<file path="config.mk">
export PLATFORM = sky130hd
export DESIGN_NAME = xor_cipher_ctrl
export DESIGN_NICKNAME = d
export VERILOG_FILES = /design/src/rtl/xor_cipher_ctrl_pkg.sv /design/src/rtl/xor_cipher_ctrl.sv
export SDC_FILE = /design/constraint.sdc
export NUM_CORES = 1
export LEC_CHECK = 0
export CAP_MARGIN = 20
export CORE_AREA = 2 2 226 228
export DETAILED_ROUTE_END_ITERATION = 16
export DIE_AREA = 0 0 228 230
export GPL_ROUTABILITY_DRIVEN = 0
export GPL_TIMING_DRIVEN = 0
export MAX_ROUTING_LAYER = met4
export PLACE_DENSITY = 0.51
export SYNTH_ARGS = -nofsm -noshare
export SYNTH_HDL_FRONTEND = slang
export SYNTH_SLANG_ARGS = --single-unit
</file>
<file path="constraint.sdc">
create_clock -name iClk -period 7.65 [get_ports iClk]
set_input_delay 1.1475 -clock iClk [delete_from_list [all_inputs] [get_ports iClk]]
set_output_delay 1.1475 -clock iClk [all_outputs]
set_load 0.005 [all_outputs]
</file>
<file path="src/rtl/xor_cipher_ctrl_pkg.sv">
// Shared definitions for the XOR cipher sequencing controller: state
// encoding, default key/word geometry and the key-ready timeout.
package xor_cipher_ctrl_pkg;

  localparam int unsigned DEF_KEY_BITS     = 512;
  localparam int unsigned DEF_WORD_BITS    = 32;
  localparam int unsigned WAIT_KEY_TIMEOUT = 8;

  typedef enum logic [2:0] {
    ST_IDLE     = 3'd0,
    ST_LOAD     = 3'd1,
    ST_FLUSH    = 3'd2,
    ST_WAIT_KEY = 3'd3,
    ST_ENCRYPT  = 3'd4
  } state_t;

endpackage

</file>
<file path="src/rtl/xor_cipher_ctrl.sv">
// Serial key packer, assembler sequencing and XOR encrypt stage.
// Optional re-key support is enabled with `define CIPHER_CTRL_REKEY_EN.
module xor_cipher_ctrl
  import xor_cipher_ctrl_pkg::*;
#(
  parameter int unsigned KEY_BITS  = DEF_KEY_BITS,
  parameter int unsigned WORD_BITS = DEF_WORD_BITS
) (
  input  logic                           iClk,
  input  logic                           iRst,
  input  logic                           iStart,
  input  logic                           iStop,
  input  logic                           iRekey,
  input  logic                           iBit,
  input  logic                           iBit_valid,
  output logic                           oBit_ready,
  output logic [WORD_BITS-1:0]           oKey_word,
  output logic [$clog2(WORD_BITS):0]     oBit_counter_key,
  input  logic                           iCan_encrypt,
  input  logic [KEY_BITS-1:0]            iAssembled_key,
  output logic                           oAsm_rst_n,
  output logic                           oCipher_bit,
  output logic                           oCipher_valid,
  output logic [$clog2(KEY_BITS)-1:0]    oKey_ptr,
  output logic [2:0]                     oState,
  output logic                           oKey_loaded,
  output logic                           oError
);

  localparam int unsigned CW  = $clog2(WORD_BITS) + 1;
  localparam int unsigned PW  = $clog2(KEY_BITS);
  localparam int unsigned NW  = KEY_BITS / WORD_BITS;
  localparam int unsigned WCW = $clog2(NW) + 1;
  localparam int unsigned TW  = $clog2(WAIT_KEY_TIMEOUT);

  state_t               state, state_n;
  logic [CW-1:0]        bit_cnt, bit_cnt_n;
  logic [WCW-1:0]       word_cnt, word_cnt_n;
  logic [TW-1:0]        tmo_cnt, tmo_cnt_n;
  logic [WORD_BITS-1:0] key_word, key_word_n;
  logic [PW-1:0]        key_ptr, key_ptr_n;
  logic                 cipher_bit, cipher_bit_n;
  logic                 cipher_valid, cipher_valid_n;
  logic                 key_loaded, key_loaded_n;
  logic                 error, error_n;
  logic                 asm_rst_n, asm_rst_n_n;
  logic                 bit_ready;
  logic                 accept;
  logic                 rekey_req;

`ifdef CIPHER_CTRL_REKEY_EN
  assign rekey_req = iRekey;
`else
  logic rekey_unused;
  assign rekey_unused = iRekey;
  assign rekey_req    = 1'b0;
`endif

  // The strobe cycle (counter at WORD_BITS) is the only LOAD bubble.
  assign bit_ready = (state == ST_ENCRYPT) ||
                     ((state == ST_LOAD) && (bit_cnt != CW'(WORD_BITS)));
  assign accept    = iBit_valid && bit_ready;

  always_ff @(posedge iClk) begin
    if (!iRst) begin
      state <= ST_IDLE;
    end else begin
      state <= state_n;
    end
  end

  always_ff @(posedge iClk) begin
    if (!iRst) begin
      bit_cnt      <= '0;
      word_cnt     <= '0;
      tmo_cnt      <= '0;
      key_word     <= '0;
      key_ptr      <= '0;
      cipher_bit   <= 1'b0;
      cipher_valid <= 1'b0;
      key_loaded   <= 1'b0;
      error        <= 1'b0;
      asm_rst_n    <= 1'b1;
    end else begin
      bit_cnt      <= bit_cnt_n;
      word_cnt     <= word_cnt_n;
      tmo_cnt      <= tmo_cnt_n;
      key_word     <= key_word_n;
      key_ptr      <= key_ptr_n;
      cipher_bit   <= cipher_bit_n;
      cipher_valid <= cipher_valid_n;
      key_loaded   <= key_loaded_n;
      error        <= error_n;
      asm_rst_n    <= asm_rst_n_n;
    end
  end

  always_comb begin
    state_n        = state;
    bit_cnt_n      = bit_cnt;
    word_cnt_n     = word_cnt;
    tmo_cnt_n      = tmo_cnt;
    key_word_n     = key_word;
    key_ptr_n      = key_ptr;
    cipher_bit_n   = cipher_bit;
    cipher_valid_n = 1'b0;
    key_loaded_n   = key_loaded;
    error_n        = error;
    asm_rst_n_n    = 1'b1;

    unique case (state)
      ST_IDLE: begin
        if (rekey_req) begin
          asm_rst_n_n  = 1'b0;
          key_loaded_n = 1'b0;
          word_cnt_n   = '0;
          bit_cnt_n    = '0;
          state_n      = ST_LOAD;
        end else if (iStart) begin
          if (key_loaded) begin
            key_ptr_n = '0;
            state_n   = ST_ENCRYPT;
          end else begin
            word_cnt_n = '0;
            bit_cnt_n  = '0;
            error_n    = 1'b0;
            state_n    = ST_LOAD;
          end
        end
      end

      ST_LOAD: begin
        if (bit_cnt == CW'(WORD_BITS)) begin
          word_cnt_n = word_cnt + WCW'(1);
          // After the last word the counter stays at WORD_BITS so FLUSH
          // presents a second, back-to-back strobe.
          if (word_cnt == WCW'(NW - 1)) begin
            state_n = ST_FLUSH;
          end else begin
            bit_cnt_n = '0;
          end
        end else if (accept) begin
          key_word_n[bit_cnt[CW-2:0]] = iBit;
          bit_cnt_n                   = bit_cnt + CW'(1);
        end
      end

      ST_FLUSH: begin
        bit_cnt_n = '0;
        tmo_cnt_n = '0;
        state_n   = ST_WAIT_KEY;
      end

      ST_WAIT_KEY: begin
        if (iCan_encrypt) begin
          key_loaded_n = 1'b1;
          key_ptr_n    = '0;
          tmo_cnt_n    = '0;
          state_n      = ST_ENCRYPT;
        end else if (tmo_cnt == TW'(WAIT_KEY_TIMEOUT - 1)) begin
          error_n   = 1'b1;
          tmo_cnt_n = '0;
          state_n   = ST_IDLE;
        end else begin
          tmo_cnt_n = tmo_cnt + TW'(1);
        end
      end

      ST_ENCRYPT: begin
        if (accept) begin
          cipher_bit_n   = iBit ^ iAssembled_key[key_ptr];
          cipher_valid_n = 1'b1;
          key_ptr_n      = (key_ptr == PW'(KEY_BITS - 1)) ? '0 : key_ptr + PW'(1);
        end
        if (rekey_req) begin
          asm_rst_n_n  = 1'b0;
          key_loaded_n = 1'b0;
          word_cnt_n   = '0;
          bit_cnt_n    = '0;
          state_n      = ST_LOAD;
        end else if (iStop) begin
          state_n = ST_IDLE;
        end
      end

      default: state_n = ST_IDLE;
    endcase
  end

  assign oBit_ready       = bit_ready;
  assign oKey_word        = key_word;
  assign oBit_counter_key = bit_cnt;
  assign oAsm_rst_n       = asm_rst_n;
  assign oCipher_bit      = cipher_bit;
  assign oCipher_valid    = cipher_valid;
  assign oKey_ptr         = key_ptr;
  assign oState           = state;
  assign oKey_loaded      = key_loaded;
  assign oError           = error;

endmodule

</file>
==> impl_metrics.env <==
export IMPL_final_area_sq_um=14500
export IMPL_drv_slew=0
export IMPL_hold_path_depth=2
export IMPL_grt_util_met3=0.0506
export IMPL_p_per_area_nw_per_um2=85.4
export IMPL_cp_start_kind="register"
export IMPL_fmax_mhz=241
export IMPL_synth_fa_ha_area_frac=0.0165
export IMPL_worstPathArrival_ns=4.35
export IMPL_grt_use_met1=0.240
export IMPL_clock_latency_ns=0.34
export IMPL_path_max_fanout=10
export IMPL_dp_cells=2068
export IMPL_hold_path_end="oKey_word[10]"
export IMPL_synth_simple_area_share=0.142
export IMPL_syn_num_nets=1355
export IMPL_ys_flop_type="dfxtp_1"
export IMPL_cts_setup_buffers=0
export IMPL_finalClockSkew_ns=0.00479
export IMPL_clk_path_buf_depth=2
export IMPL_grt_first_pass_wirelength_mm=77.9
export IMPL_min_period_ns=4.14
export IMPL_critical_path_buf_inv_count=3
export IMPL_wirelength_mm=56.8
export IMPL_crit_family="buffers and inverters"
export IMPL_core_sq_um=49900
export IMPL_outcome="completed"
export IMPL_synth_top_area_cell="mux2i_1"
export IMPL_path_clk_slew_ns=0.06
export IMPL_wl_per_cell_microns=27.1
export IMPL_clockRootBuffer="clkbuf_16"
export IMPL_drtAntennaViolNets=0
export IMPL_critPathRequiredTime_ns=7.86
export IMPL_place_area_sq_um=14100
export IMPL_p_leak_nw=4.52
export IMPL_fin_cells=2092
export IMPL_cts_tree="built"
export IMPL_ir_drop_mv=0.0944
export IMPL_holdCritStartpoint="oKey_word[10]"
export IMPL_grtUsageTotal=0.214
export IMPL_end_kind="register"
export IMPL_die_width_microns=228
export IMPL_rr_endpoint="oCipher_bit"
export IMPL_grt_max_degree=13
export IMPL_drc_errors=0
export IMPL_drive_gt1_frac=0.0778
export IMPL_max_stage_delay_ns=0.77
export IMPL_use_met2=0.377
export IMPL_reg2reg_depth=11
export IMPL_ys_ff_latch=62
export IMPL_antenna_found_initial=9
export IMPL_yosysMostFrequentCell="mux2i_1"
export IMPL_synth_top_area_frac=0.165
export IMPL_nets=1938
export IMPL_setup_viol=0
export IMPL_vias=9835
export IMPL_start_util=0.152
export IMPL_postCtsHoldBufs=0
export IMPL_syn2layout_area_growth_pct=91.9
export IMPL_port_buffers=571
export IMPL_rsz0062_at_grt="no"
export IMPL_hold_viol=0
export IMPL_grt_busiest_layer="met2"
export IMPL_synth_top_family_by_area="multiplexers"
export IMPL_setup_tns_ns=0
export IMPL_synth_warnings=0
export IMPL_synth_area_per_cell_sq_um=9.17
export IMPL_synthesis_area_sq_um=7560
export IMPL_path_cells="inv_1, clkbuf_1, clkbuf_1, o221ai_1, o22ai_1, nor3_1, nor3_1, nor4_1, nor4_1, and2_1, o221ai_2"
export IMPL_vias_per_cell=4.70
export IMPL_ctsResizeCount=0
export IMPL_first_iter_violations=590
export IMPL_first_global_vias=10400
export IMPL_synthTopCellsByCount="mux2i_1, nor2_1, dfxtp_1"
export IMPL_cts_buffers=9
export IMPL_min_path_type="reg -> reg"
export IMPL_firstDrtPassIters=5
export IMPL_die_area_sq_um=52400
export IMPL_synth_xor_area_frac=0.0151
export IMPL_synthCells=825
export IMPL_ys_types=57
export IMPL_clock_sinks=62
export IMPL_total_power_w=0.00124
export IMPL_io_pins=576
export IMPL_cpMaxStageDelayCell="clkbuf_1"
export IMPL_pre_cts_ws_ns=3.39
export IMPL_ys_async_sr_fraction=0
export IMPL_ys_top_cells_by_area="mux2i_1, dfxtp_1, mux4_2"
export IMPL_worst_slew_pin_slew_ns=1.14
export IMPL_r2r_start="oKey_ptr[3]"
export IMPL_worst_slack_ns=3.51
export IMPL_synth_edf_count=0
export IMPL_synthMuxAreaShare=0.379
export IMPL_htreeDepth=3
export IMPL_rrSetupSlack_ns=3.51
export IMPL_post_dp_hpwl_mm=47.7
export IMPL_critPathKind="reg -> reg"
export IMPL_grt_overflow=0
export IMPL_synth_compound_area_frac=0.207
export IMPL_die_y_microns=230
export IMPL_slew_headroom=0.237
export IMPL_synth_seq_area_share=0.164
export IMPL_rows=82
export IMPL_fin_crit_sh=0.542
export IMPL_max_cap_violations=0
==> cell families (layout without fill, tap and decap cells) <==
logic type | after synthesis | in the layout
adder cells (fa/ha/maj) | 10 | 10
other | 1 | 8
AO/OA/AOI/OAI | 225 | 225
XOR/XNOR | 13 | 13
buffers and inverters | 93 | 681
AND/OR/NAND/NOR | 227 | 227
flip-flops | 62 | 62
multiplexers | 194 | 194
==> layer usage <==
layer,vias to the layer above,routed length [microns]
met2,487,28800
met4,0,1500
met5,-,0
met1,4835,22200
met3,59,4250
li1,4454,-
==> worst max-delay path by stage <==
stage | startpoint | endpoint | cells after the start
after floorplan | iAssembled_key[245] | oCipher_bit | 8
final | oKey_ptr[3] | oCipher_bit | 11
after detailed placement | iAssembled_key[241] | oCipher_bit | 9
after global routing | oKey_ptr[3] | oCipher_bit | 10
after global placement | iAssembled_key[214] | oCipher_bit | 10
after CTS | oKey_ptr[3] | oCipher_bit | 10
==> area by class of cell <==
| type | instances | area [sq um] |
|---|---|---|
| buffer | 82 | 532 |
| antenna | 7 | 17.5 |
| clock buffer | 9 | 225 |
| inverter | 11 | 41.3 |
| sequential | 62 | 1240 |
| tap | 672 | 841 |
| clock inverter | 7 | 144 |
| multi-input combinational | 670 | 5750 |
| timing repair buffer | 572 | 5720 |
| fill | 5339 | 35300 |
==> cell usage in the layout (no fill, tap or decap), types with 3 or more instances in the layout <==
master and n:
mux4_2 52, bufinv_16 4, nand3b_1 6, xnor2_1 9
o221ai_1 54, buf_2 10, nor2_1 77, nand3_1 24
clkbuf_1 45, a21oi_1 32, nand2b_1 6, o21ai_0 43
nand2_1 49, mux2i_1 125, clkdlybuf4s50_1 571, o22ai_1 25
buf_4 4, ha_1 10, clkbuf_16 9, dfxtp_1 62
buf_8 3, and3_1 8, nor4_1 13, mux4_1 17
xor2_1 4, and2_1 7, buf_12 3, diode_2 7
a211oi_1 12, inv_1 9, nor3_1 16, buf_6 15
a22oi_1 4, nor3b_1 3, nor2b_1 9, a21boi_0 33
o21ai_1 3
==> metrics by stage <==
stage,hold slack [ns],util
finish,0.478,0.291
global route,0.511,0.291
CTS,0.483,0.291
detailed placement,0.475,0.283
global placement,0.475,0.283
floorplan,0.460,-
==> worst min-delay path: cells and delay by family, from the launching register on <==
| kind | cells | cell delay (ns) |
|---|---|---|
| flops | 1 | 0.30 |
| compound gates | 2 | 0.13 |
==> power by group <==
group          total (W)  internal (W)  switching (W)  leakage, nW
combinational   0.000398      0.000286       0.000111         3.85
clock           0.000512      0.000352       0.000159        0.172
sequential      0.000330      0.000326     0.00000378        0.500
==> state kept, by name, indices dropped and copies added (netlist names) <==
signal / count
oError: 1
oCipher_bit: 1
oState: 3
oBit_counter_key: 6
tmo_cnt: 3
oCipher_valid: 1
oKey_ptr: 9
word_cnt: 5
oKey_loaded: 1
oKey_word: 32
No activity file was read; power rests on OpenSTA's default activity.
